### config.mk
export PLATFORM = sky130hd
export DESIGN_NAME = fifo_read_arbiter_flat
export DESIGN_NICKNAME = d
export VERILOG_FILES = /design/src/rtl/fifo_rd_arb_pkg.sv /design/src/rtl/fifo_read_arbiter_if.sv /design/src/rtl/fifo_read_arbiter_rr_pick.sv /design/src/rtl/fifo_read_arbiter.sv /design/src/flat_wrapper.sv
export SDC_FILE = /design/constraint.sdc
export NUM_CORES = 1
export LEC_CHECK = 0
export ABC_AREA = 0
export BUFFER_PORTS_ARGS = -buffer_cell sky130_fd_sc_hd__buf_2
export CAP_MARGIN = 10
export CORE_MARGIN = 5
export CORE_UTILIZATION = 30
export CTS_BUF_LIST = sky130_fd_sc_hd__clkbuf_8
export DETAILED_ROUTE_END_ITERATION = 10
export PLACE_DENSITY = 0.5
export REMOVE_ABC_BUFFERS = 1
export SLEW_MARGIN = 20
export SYNTH_ARGS = -nofsm -noshare
export SYNTH_HDL_FRONTEND = slang
export SYNTH_SLANG_ARGS = --single-unit
### constraint.sdc
create_clock -name rclk -period 2.1 [get_ports rclk]
set_input_delay 0.21 -clock rclk [delete_from_list [all_inputs] [get_ports rclk]]
set_output_delay 0.21 -clock rclk [all_outputs]
set_load 0.05 [all_outputs]
### src/rtl/fifo_rd_arb_pkg.sv
// fifo_rd_arb_pkg: shared state encoding, width helper and reset constants for fifo_read_arbiter.
package fifo_rd_arb_pkg;
   typedef enum logic {IDLE, GRANT} state_t;
   localparam state_t RST_STATE = IDLE;
   function automatic int gw(input int n);
      return (n <= 2) ? 1 : $clog2(n);
   endfunction
endpackage

### src/rtl/fifo_read_arbiter_if.sv
// fifo_read_arbiter_if: requester/FIFO-side bundle; the arbiter uses slave, its environment uses master.
interface fifo_read_arbiter_if #(
   parameter int NREQ     = 4,
   parameter int DATASIZE = 8
);
   import fifo_rd_arb_pkg::*;
   localparam int GW = gw(NREQ);
   logic [NREQ-1:0]     req;
   logic                fifo_empty;
   logic [DATASIZE-1:0] fifo_rdata;
   logic                fifo_rd;
   logic [NREQ-1:0]     rsp_valid;
   logic [DATASIZE-1:0] rsp_data;
   logic [GW-1:0]       grant_id;
   logic                busy;
   modport master (output req, fifo_empty, fifo_rdata,
                   input  fifo_rd, rsp_valid, rsp_data, grant_id, busy);
   modport slave  (input  req, fifo_empty, fifo_rdata,
                   output fifo_rd, rsp_valid, rsp_data, grant_id, busy);
endinterface

### src/rtl/fifo_read_arbiter_rr_pick.sv
// rr_pick: combinational cyclic first-set search of req starting at rr_ptr.
module rr_pick #(
   parameter int NREQ = 4,
   parameter int GW   = 2
) (
   input  logic [NREQ-1:0] req,
   input  logic [GW-1:0]   rr_ptr,
   output logic [GW-1:0]   idx,
   output logic            any
);
   logic [GW-1:0] c;
   // Scan from the farthest offset down so the nearest set bit wins.
   always_comb begin
      idx = '0;
      c = '0;
      for (int k = NREQ - 1; k >= 0; k--) begin
         c = GW'((int'(rr_ptr) + k) % NREQ);
         if (req[c]) idx = c;
      end
   end
   assign any = |req;
endmodule

### src/rtl/fifo_read_arbiter.sv
// fifo_read_arbiter: round-robin sharing of the async FIFO read port on rclk.
// Define FIFO_RD_ARB_BURST_EN to let a grant pop up to MAXBURST words back-to-back.
module fifo_read_arbiter
   import fifo_rd_arb_pkg::*;
#(
   parameter int NREQ     = 4,
   parameter int DATASIZE = 8,
   parameter int MAXBURST = 4
) (
   input logic              rclk,
   input logic              rst_n,
   fifo_read_arbiter_if.slave bus
);
   localparam int GW = gw(NREQ);
   localparam int CW = $clog2(MAXBURST + 1);
`ifdef FIFO_RD_ARB_BURST_EN
   localparam int LIMIT = MAXBURST;
`else
   localparam int LIMIT = 1;
`endif
   state_t              state, state_nx;
   logic [GW-1:0]       rr_ptr, gid, pick_idx;
   logic                pick_any, pop, exit_g, busy;
   logic [CW-1:0]       burst_cnt;
   logic [NREQ-1:0]     rsp_valid_q;
   logic [DATASIZE-1:0] rsp_data_q;

   rr_pick #(.NREQ(NREQ), .GW(GW)) u_pick (
      .req(bus.req), .rr_ptr(rr_ptr), .idx(pick_idx), .any(pick_any)
   );

   always_ff @(posedge rclk or negedge rst_n)
      if (!rst_n) state <= RST_STATE;
      else        state <= state_nx;

   always_comb
      state_nx = (state == IDLE) ? (pick_any ? GRANT : IDLE) : (exit_g ? IDLE : GRANT);

   // Pops are gated by GRANT, so reset alone silences the read strobe.
   always_comb begin
      busy   = state == GRANT;
      pop    = busy && bus.req[gid] && !bus.fifo_empty;
      exit_g = !bus.req[gid] || (pop && burst_cnt == CW'(LIMIT - 1));
   end

   always_ff @(posedge rclk or negedge rst_n)
      if (!rst_n) begin
         rr_ptr      <= '0;
         gid         <= '0;
         burst_cnt   <= '0;
         rsp_valid_q <= '0;
         rsp_data_q  <= '0;
      end else begin
         rsp_valid_q <= pop ? {{(NREQ-1){1'b0}}, 1'b1} << gid : '0;
         if (pop) rsp_data_q <= bus.fifo_rdata;
         if (state == IDLE && pick_any) gid <= pick_idx;
         if (busy && exit_g) begin
            rr_ptr    <= (gid == GW'(NREQ - 1)) ? '0 : gid + 1'b1;
            burst_cnt <= '0;
         end else if (pop) begin
            burst_cnt <= burst_cnt + 1'b1;
         end
      end

   assign bus.fifo_rd   = pop;
   assign bus.busy      = busy;
   assign bus.grant_id  = gid;
   assign bus.rsp_valid = rsp_valid_q;
   assign bus.rsp_data  = rsp_data_q;
endmodule

### src/flat_wrapper.sv
// flat-port wrapper written by rule: the top's interface ports become plain ports
module fifo_read_arbiter_flat import fifo_rd_arb_pkg::*;
#(
   parameter int NREQ     = 4,
   parameter int DATASIZE = 8,
   parameter int MAXBURST = 4
)
  (rclk, rst_n, bus_req, bus_fifo_empty, bus_fifo_rdata, bus_fifo_rd, bus_rsp_valid, bus_rsp_data, bus_grant_id, bus_busy);
  fifo_read_arbiter_if #(.NREQ(NREQ), .DATASIZE(DATASIZE)) bus_i ();
  input logic rclk;
  input logic rst_n;
  input wire logic [$bits(bus_i.req)-1:0] bus_req;
  input wire logic [$bits(bus_i.fifo_empty)-1:0] bus_fifo_empty;
  input wire logic [$bits(bus_i.fifo_rdata)-1:0] bus_fifo_rdata;
  output wire logic [$bits(bus_i.fifo_rd)-1:0] bus_fifo_rd;
  output wire logic [$bits(bus_i.rsp_valid)-1:0] bus_rsp_valid;
  output wire logic [$bits(bus_i.rsp_data)-1:0] bus_rsp_data;
  output wire logic [$bits(bus_i.grant_id)-1:0] bus_grant_id;
  output wire logic [$bits(bus_i.busy)-1:0] bus_busy;
  assign bus_i.req = bus_req;
  assign bus_i.fifo_empty = bus_fifo_empty;
  assign bus_i.fifo_rdata = bus_fifo_rdata;
  assign bus_fifo_rd = bus_i.fifo_rd;
  assign bus_rsp_valid = bus_i.rsp_valid;
  assign bus_rsp_data = bus_i.rsp_data;
  assign bus_grant_id = bus_i.grant_id;
  assign bus_busy = bus_i.busy;
  fifo_read_arbiter #(.NREQ(NREQ), .DATASIZE(DATASIZE), .MAXBURST(MAXBURST)) u_core (.rclk(rclk), .rst_n(rst_n), .bus(bus_i));
endmodule
---- After elaboration in Yosys (flattened, before gate mapping) ----
Index checks and enable logic that the tools add are counted.
storage, ports and cells
  output and inout port bits .............. 16
  bits in registers ....................... 20
  input bits .............................. 15
operators by class
  add/subtract/negate cells ............... 5
  eq/ne operators ......................... 1
  multiplexer cells ....................... 21
  $lt $le $gt $ge ......................... 5
  reduce and logical (&&, ||, !) cells .... 11
  shifts and indexed selects .............. 1
  bitwise logic cells ..................... 1
operators with widths
  operator                                                               count
  2-bit by 3-bit < comparator with 1-bit output (second input constant)  5
  1-bit binary-select mux with 2-bit select                              5
  2-bit two-way mux                                                      5
  1-bit two-way mux                                                      8
  3-bit two-way mux                                                      2
  1-bit logical AND                                                      5
  2-bit by 1-bit adder with 2-bit output (second input constant)         2
  2-bit adder (second input constant)                                    2
  4-bit two-way mux                                                      1
  4-bit OR reduction                                                     1
  1-bit by 2-bit left shift with 4-bit output (first input constant)     1
  3-bit by 1-bit adder with 3-bit output (second input constant)         1
  3-bit logical NOT                                                      1
  2-bit == test (second input constant)                                  1
  1-bit logical NOT                                                      2
  2-bit nonzero test                                                     1
  1-bit logical OR                                                       1
  1-bit NOT                                                              1

---- Depth between registers and ports, before layout ----
Gate-level depths: netlist of the first run.
  word-level depth ........................ 8
  gate-level depth with buffers ........... 5
  mapped depth without buffers ............ 5

---- By module ----
A second synthesis of the first run with hierarchy kept.
unflattened totals
  cell total of the unflattened synthesis .. 90
  area total of the unflattened synthesis .. 1067.3 µm²
by module, submodules not included
  module             instances  area each (µm²)  cells each
  fifo_read_arbiter  1          989.7            77
  rr_pick            1          77.6             13

---- Least setup slack after synthesis of the first run ----
OpenSTA, ideal clock, no wires.
  path type ............................... register to register
  start ................................... register u_core.gid[1], in the netlist u_core.bus.grant_id[1]
  end ..................................... register u_core.rsp_data_q[2], in the netlist u_core.bus.rsp_data[2]
  setup slack ............................. 19 ps
  required time ........................... 1975 ps
  path buffers ............................ 1
  stages on the path, launching flop included .. 6
  clock period less this slack ............ 2081 ps
  data arrival time ....................... 1956 ps
  setup time .............................. 125 ps
  cells stage by stage .................... dfrtp_1 -> mux4_2 -> nand3b_4 -> inv_4 -> buf_6 -> mux2_4
between the ends
  longest elaborated chain between the ends .. 4
ends and longest elaborated chain
  item                                       RTL line                 source
  start: declaration                         fifo_read_arbiter.sv:22  logic [GW-1:0] rr_ptr, gid, pick_idx;
  start signal: assignment                   fifo_read_arbiter.sv:56  if (state == IDLE && pick_any) gid <= pick_idx;
  1-bit binary-select mux with 2-bit select  fifo_read_arbiter.sv:42  pop = busy && bus.req[gid] && !bus.fifo_empty;
  1-bit two-way mux (not written as such)    fifo_read_arbiter.sv:42
  1-bit logical AND (2 in a row)             fifo_read_arbiter.sv:42
  named net bus_fifo_rd                      flat_wrapper.sv:15       output wire logic [$bits(bus_i.fifo_rd)-1:0] bus_fifo_rd;
  end signal: assignment                     fifo_read_arbiter.sv:55  if (pop) rsp_data_q <= bus.fifo_rdata;
  end: declaration                           fifo_read_arbiter.sv:26  logic [DATASIZE-1:0] rsp_data_q;
The timed path passes the listed nets, and every way through them passes these cells. The select of a mux whose other input is x is not followed.
A chain may end at the register's enable or synchronous reset.

---- Worst setup path after layout of the first run ----
  start ................................... register u_core.gid[1], in the netlist u_core.bus.grant_id[1]
  end ..................................... output port bus_fifo_rd
between the ends
  longest elaborated chain between the ends .. 4
ends and longest elaborated chain
  item                                       RTL line
  1-bit binary-select mux with 2-bit select  fifo_read_arbiter.sv:42
  1-bit two-way mux (not written as such)    fifo_read_arbiter.sv:42
  1-bit logical AND (2 in a row)             fifo_read_arbiter.sv:42
  end: declaration                           flat_wrapper.sv:15
Every way passes these cells. The select of a mux whose other input is x is not followed.

==> results of run 1 <==
-- cell families (layout without fill, tap and decap cells) --
family,after synthesis,in the layout,share of synthesized area
flops,20,20,0.4773
mux,14,14,0.1778
compound gates,15,15,0.09309
buf+inv,10,44,0.04535
fa+ha+maj,6,6,0.07160
simple gates,22,22,0.1348
-- state kept, by name, summed over array words and instances, names as in the netlist --
| name | cells |
|---|---|
| u_core.rr_ptr | 2 |
| u_core.bus.grant_id | 2 |
| u_core.bus.busy | 1 |
| u_core.burst_cnt | 3 |
| u_core.bus.rsp_valid | 4 |
| u_core.bus.rsp_data | 8 |
-- power by group --
part | leakage (nW) | switching, W | total [W] | internal, W
Clock | 0.0357 | 0.000126 | 0.000380 | 0.000254
Combinational | 0.369 | 0.000744 | 0.00116 | 0.000415
Sequential | 0.250 | 0.000127 | 0.000668 | 0.000541
-- final timing paths --
check | start | end | slack, ns | depth (start not counted)
worst max-delay path | u_core.bus.grant_id[1] | bus_fifo_rd | 0.17 | 4
worst min-delay path | bus_fifo_rdata[0] | u_core.bus.rsp_data[0] | 0.18 | 2
worst max register to register | u_core.burst_cnt[0] | u_core.rr_ptr[1] | 0.40 | 5
worst min register to register | u_core.bus.rsp_data[5] | u_core.bus.rsp_data[5] | 0.51 | 1
max in group asynchronous | rst_n | u_core.bus.grant_id[1] | 1.34 | 2
min in group asynchronous | rst_n | u_core.bus.rsp_valid[3] | 0.43 | 2
-- stage by stage --
stage / total power (W) / hold WS [ns] / setup WS, ns / std cells / area, um^2
final: 0.002208 / 0.1825 / 0.1726 / 167 / 1331
after detailed placement: 0.001841 / 0.1783 / 0.3591 / 162 / 1249
after global placement: 0.001832 / 0.1850 / 0.3672 / 162 / 1249
after CTS: 0.002234 / 0.1747 / 0.06644 / 167 / 1330
after floorplan: 0.001567 / -0.08559 / 0.08332 / 85 / 1033
after global routing: 0.002357 / 0.1720 / 0.06715 / 167 / 1331
-- cells in the mapped netlist (2+ instances only) --
| master | instances | area (um^2) |
|---|---|---|
| and2_1 | 4 | 25.02 |
| dfrtp_1 | 20 | 500.5 |
| mux2_4 | 5 | 75.07 |
| nand2_1 | 4 | 15.01 |
| nor2_1 | 3 | 11.26 |
| o21ai_0 | 4 | 20.02 |
| ha_1 | 6 | 75.07 |
| nand2b_1 | 5 | 31.28 |
| inv_1 | 7 | 26.28 |
| a21oi_1 | 2 | 10.01 |
| mux2_2 | 7 | 78.83 |
| o22ai_1 | 3 | 18.77 |
-- layout make-up --
| class | instances | share of cell area |
|---|---|---|
| clock buffer | 3 | 0.03101 |
| clock inverter | 1 | 0.02256 |
| inverter | 8 | 0.02444 |
| multi-input combinational | 57 | 0.3759 |
| sequential | 20 | 0.3769 |
| tap | 46 | 0.04323 |
| timing repair buffer | 32 | 0.1259 |
-- per-layer routing --
metal  global-route usage  up-vias
met5                    0        -
li1                     -      371
met1               0.1096      359
met2               0.1324       44
met4              0.01302        0
met3              0.04651        4
-- repair_timing --
| action | 4_1_cts | 5_1_grt |
|---|---|---|
| endpoints found under the hold margin | 20 | 0 |
| hold buffers | 1 | 0 |
| gates resized for setup | 0 | 1 |
| setup endpoints to repair | 0 | 1 |
==> run summary, run 1 <==
• **final setup skew** 0.002520 ns
• **category of the worst setup path launch point** flip-flop
• **Seq/Total Area, Yosys** 0.4773
• **layout cells sized above 1** 0.4298
• **first-iteration detailed-routing DRC count** 16
• **flop and latch count out of synthesis** 20
• **global-route usage over all layers** 0.08647
• **vias per cell** 4.659
• **most common flop cell mapped by yosys** dfrtp_1
• **detailed-placement wirelength estimate** 1.511 mm
• **antenna diode count** 0
• **Pre-Repair DR Iteration Count** 4
• **HP Class** in -> reg
• **tightest slew margin relative to the limit** 0.7061
• **Post-synth EDFFs** 0
• **data required time at the worst endpoint** 1.89 ns
• **number of sinks on the clock net** 20
• **net count of the finished layout** 143
• **clock-pin slew on the worst setup and hold paths** 0.07 ns
• **clock tree from TritonCTS** built
• **clock tree buffer depth** 2
• **crit path kind** reg -> out
• **number of antenna violations at the first check in global routing** 0
• **highest clock rate** 518.8 MHz
• **Remaining Overflow, GRT** 0
• **total power per unit cell area** 1658 nW/um^2
• **count of final setup violators** 0
• **number of maximum-capacitance constraint violations** 0
• **most common cell after layout, fill and taps aside** buf_2
• **highest layer used for signal routing** met4
• **final antenna-violating net count** 0
• **largest voltage drop on the vdd net** 801.9 uV
• **vias** 778
• **synthesized instance count** 87
• **post-synth cell types** 29
• **I/O pin total** 31
• **sequential cell area** 501.7 um^2
• **vertical die dimension** 69.12 um
• **area of the multi-input gates** 500.5 um^2
• **largest fanout on the critical path** 13
• **crit path cell chain** mux4_2 > nand3b_4 > inv_4 > buf_2
• **# H-tree levels** 1
• **clock latency reported for the late side of the worst-skew pair** 0.25 ns
• **starting density of the core** 0.3118
• **kind of end point of the critical path** output pin
• **RSZ-0062 raised after global routing** false
• **post-synthesis instance area** 1049 um^2
• **Post-route DRC** 0
• **CP top delay family** multiplexers
• **leakage power total** 0.6550 nW
• **Clock Tree Root** clkbuf_8
• **first-pass GRT wire length** 3.463 mm
• **post-route met1 wirelength** 950 um
• **signal arrival time at the worst endpoint** 1.72 ns
• **number of post-CTS setup repair buffers** 0
• **total number of placement rows** 21
• **GP Congestion** 0.8070
• **Total Routed Length** 1.990 mm
• **via count of the first global-routing pass** 774
• **pin count of the biggest net entering global routing** 21
• **Synth-to-Final Area Change** 26.97%
• **number of pins exceeding their max-slew limit in the final report** 0
• **Total Die Area** 4778 um^2
• **Post-Synthesis Mean Instance Area** 12.05 um^2
• **slowest cell delay on critical path** 0.58 ns
• **Fin. Hold Viols** 0
• **buffers added on ports** 30
• **min Tclk post-route** 1.927 ns
• **WL per Instance** 11.92 um
• **Chip Width** 69.12 um
• **met2 routed wirelength** 826 um
• **WP buf/inv** 2
• **final sum of negative setup slack** 0 ns
• **portion of the clock cycle consumed by the worst path in the final layout** 0.9178
• **slowest CP cell** mux4_2
• **pin slew with the least headroom to its limit** 0.4408 ns
• **fill cell count** 357
• **met3 wirelength from detailed routing** 203 um
• **standard cell core area** 3363 um^2
• **synth warn** 0
• **commonest cells after routing, fill and taps aside** buf_2, dfrtp_1, inv_1, mux2_2, ha_1
• **status** completed
• **number of buffers created by CTS** 3
• **async set-reset flop share out of synthesis** 1.000
• **post-layout utilization of the core** 0.3958
(Power assumes the default switching activity.)
==> inputs of run 2 (changes only) <==
--- a/config.mk
+++ b/config.mk
@@ -12,7 +12,6 @@
 export CORE_UTILIZATION = 30
 export CTS_BUF_LIST = sky130_fd_sc_hd__clkbuf_8
 export DETAILED_ROUTE_END_ITERATION = 10
-export PLACE_DENSITY = 0.5
 export REMOVE_ABC_BUFFERS = 1
 export SLEW_MARGIN = 20
 export SYNTH_ARGS = -nofsm -noshare
==> run 2 against run 1 <==
Net effect:
- clock power rose by 1%
- clock skew increased by 0.0058 ns
- cell count unchanged
- critical endpoint unchanged
- largest cell class unchanged
- largest power group unchanged
==> run summary, run 2 (synthesized netlist as in run 1, its figures left out) <==
• **status** completed, unchanged
• **Total Power Consumption** 0.002227 W, was 0.002208 W
• **leakage power total** 0.6562 nW, was 0.6550 nW
• **met2 routed wirelength** 971 um, was 826 um
• **via count of the first global-routing pass** 854, was 774
• **total number of placement rows** 21, unchanged
• **Pre-Repair DR Iteration Count** 4, unchanged
• **antenna diode count** 0, unchanged
• **I/O pin total** 31, unchanged
• **clock tree buffer depth** 2, unchanged
• **slowest cell delay on critical path** 0.61 ns, was 0.58 ns
• **net count of the finished layout** 143, unchanged
• **switching power of the nets** 0.001018 W, was 0.0009972 W
• **slowest CP cell** mux4_2, unchanged
• **GP Congestion** 0.8518, was 0.8070
• **standard cell core area** 3363 um^2, unchanged
• **Post-route DRC** 0, unchanged
• **count of final setup violators** 0, unchanged
• **post-placement setup slack** 0.3552 ns, was 0.3591 ns
• **category of the worst setup path launch point** flip-flop, unchanged
• **buffers added on ports** 30, unchanged
• **first-pass GRT wire length** 3.919 mm, was 3.463 mm
• **Chip Width** 69.12 um, unchanged
• **largest fanout on the critical path** 13, unchanged
• **proportion of power drawn by the clock network** 0.172, about the same
• **data required time at the worst endpoint** 1.89 ns, about the same
• **post-route met1 wirelength** 1.016 mm, was 950 um
• **pin slew with the least headroom to its limit** 0.4599 ns, was 0.4408 ns
• **kind of end point of the critical path** output pin, unchanged
• **global-route usage over all layers** 0.09833, was 0.08647
• **most common cell after layout, fill and taps aside** buf_2, unchanged
• **Clock Tree Root** clkbuf_8, unchanged
• **first-iteration detailed-routing DRC count** 49, was 16
• **number of pins exceeding their max-slew limit in the final report** 0, unchanged
• **number of antenna violations at the first check in global routing** 0, unchanged
• **Total Routed Length** 2.154 mm, was 1.990 mm
• **final sum of negative setup slack** 0 ns, unchanged
• **number of post-CTS setup repair buffers** 0, unchanged
• **largest voltage drop on the vdd net** 921.8 uV, was 801.9 uV
• **proportion of power drawn by flip-flops and latches** 0.301, was 0.303
• **number of sinks on the clock net** 20, unchanged
• **vias per cell** 4.701, was 4.659
• **crit path cell chain** mux4_2 > nand3b_4 > inv_4 > buf_2, unchanged
• **crit path kind** reg -> out, unchanged
• **vertical die dimension** 69.12 um, unchanged
• **tightest slew margin relative to the limit** 0.6934, was 0.7061
• **commonest cells after routing, fill and taps aside** buf_2, dfrtp_1, inv_1, mux2_2, ha_1, unchanged
• **signal arrival time at the worst endpoint** 1.82 ns, was 1.72 ns
• **smallest setup slack after layout** 0.06884 ns, was 0.1726 ns
• **number of buffers created by CTS** 3, unchanged
• **RSZ-0062 raised after global routing** false, unchanged
• **share of total power consumed by net switching** 0.4569, was 0.4517
• **clock-pin slew on the worst setup and hold paths** 0.08 ns, was 0.07 ns
• **Synth-to-Final Area Change** 26.85%, was 26.97%
• **final antenna-violating net count** 0, unchanged
• **post-layout utilization of the core** 0.3955, was 0.3958
• **Remaining Overflow, GRT** 0, unchanged
• **WL per Instance** 12.90 um, was 11.92 um
• **layout cells sized above 1** 0.4215, was 0.4298
• **starting density of the core** 0.3118, unchanged
• **clock latency reported for the late side of the worst-skew pair** 0.26 ns, was 0.25 ns
• **met3 wirelength from detailed routing** 166 um, was 203 um
• **portion of the clock cycle consumed by the worst path in the final layout** 0.9672, was 0.9178
• **minimum hold slack** 0.1881 ns, was 0.1825 ns
• **# H-tree levels** 1, unchanged
• **Fin. Hold Viols** 0, unchanged
• **pin count of the biggest net entering global routing** 21, unchanged
• **HP Class** in -> reg, unchanged
• **min Tclk post-route** 2.031 ns, was 1.927 ns
• **vias** 785, was 778
• **total power per unit cell area** 1674 nW/um^2, was 1658 nW/um^2
• **final setup skew** 0.008341 ns, was 0.002520 ns
• **design internal power** 0.001209 W, was 0.001211 W
• **max reg flops** 8, unchanged
• **Comb pwr share** 0.527, was 0.525
• **highest clock rate** 492.3 MHz, was 518.8 MHz
• **clock tree from TritonCTS** built, unchanged
• **detailed-placement wirelength estimate** 1.609 mm, was 1.511 mm
• **Total Die Area** 4778 um^2, unchanged
• **highest layer used for signal routing** met3, was met4
• **number of maximum-capacitance constraint violations** 0, unchanged
run 2: worst paths after layout:
kind | start | to | slack, ns | cells after the start
worst max register to register | u_core.bus.grant_id[1] | u_core.bus.rsp_data[3] | 0.33 | 4
min in group asynchronous | rst_n | u_core.bus.grant_id[0] | 0.42 | 2
worst max-delay path | u_core.bus.grant_id[1] | bus_fifo_rd | 0.07 | 4
worst min-delay path | bus_fifo_rdata[1] | u_core.bus.rsp_data[1] | 0.19 | 2
worst min register to register | u_core.bus.rsp_data[4] | u_core.bus.rsp_data[4] | 0.51 | 1
max in group asynchronous | rst_n | u_core.bus.rsp_data[1] | 1.35 | 2
run 2: repair_timing:
| action | CTS | global route |
|---|---|---|
| hold buffers | 1 | 0 |
| endpoints found under the hold margin | 20 | 0 |
| resized for setup | 0 | 0 |
run 2: metrics by stage:
step,cells,area [um^2]
5_1_grt,167,1330
3_3_place_gp,162,1249
2_1_floorplan,85,1033
6_report,167,1330
4_1_cts,167,1330
3_5_place_dp,162,1249
run 2: routing by layer:
metal | track usage | vias up
li1 | - | 373
met1 | 0.1196 | 385
met2 | 0.1653 | 27
met3 | 0.04651 | 0
met4 | 0.006508 | 0
met5 | 0 | -
run 2: power by group through the flow:
stage | Clock, W | Combinational [W] | Sequential (W)
finish | 0.000384 | 0.00117 | 0.000670
global route | 0.000423 | 0.00127 | 0.000693
CTS | 0.000396 | 0.00118 | 0.000671
detailed placement | 0 | 0.00117 | 0.000677
global placement | 0 | 0.00116 | 0.000667
floorplan | 0 | 0.000473 | 0.00109
run 2: area by class of cell:
type                            count  area (um^2)
Clock buffer                        3        41.29
Inverter                            8        32.53
Clock inverter                      1        30.03
Tap cell                           46        57.56
Fill cell                         355         2033
Timing Repair Buffer               32        167.7
Multi-Input combinational cell     57        500.5
Sequential cell                    20        500.5
run 2: worst max-delay path, delay by kind of cell (launching register included):
kind          cells  cell delay (ns)
buf+inv           2             0.31
flops             1             0.50
mux               1             0.61
simple gates      1             0.13
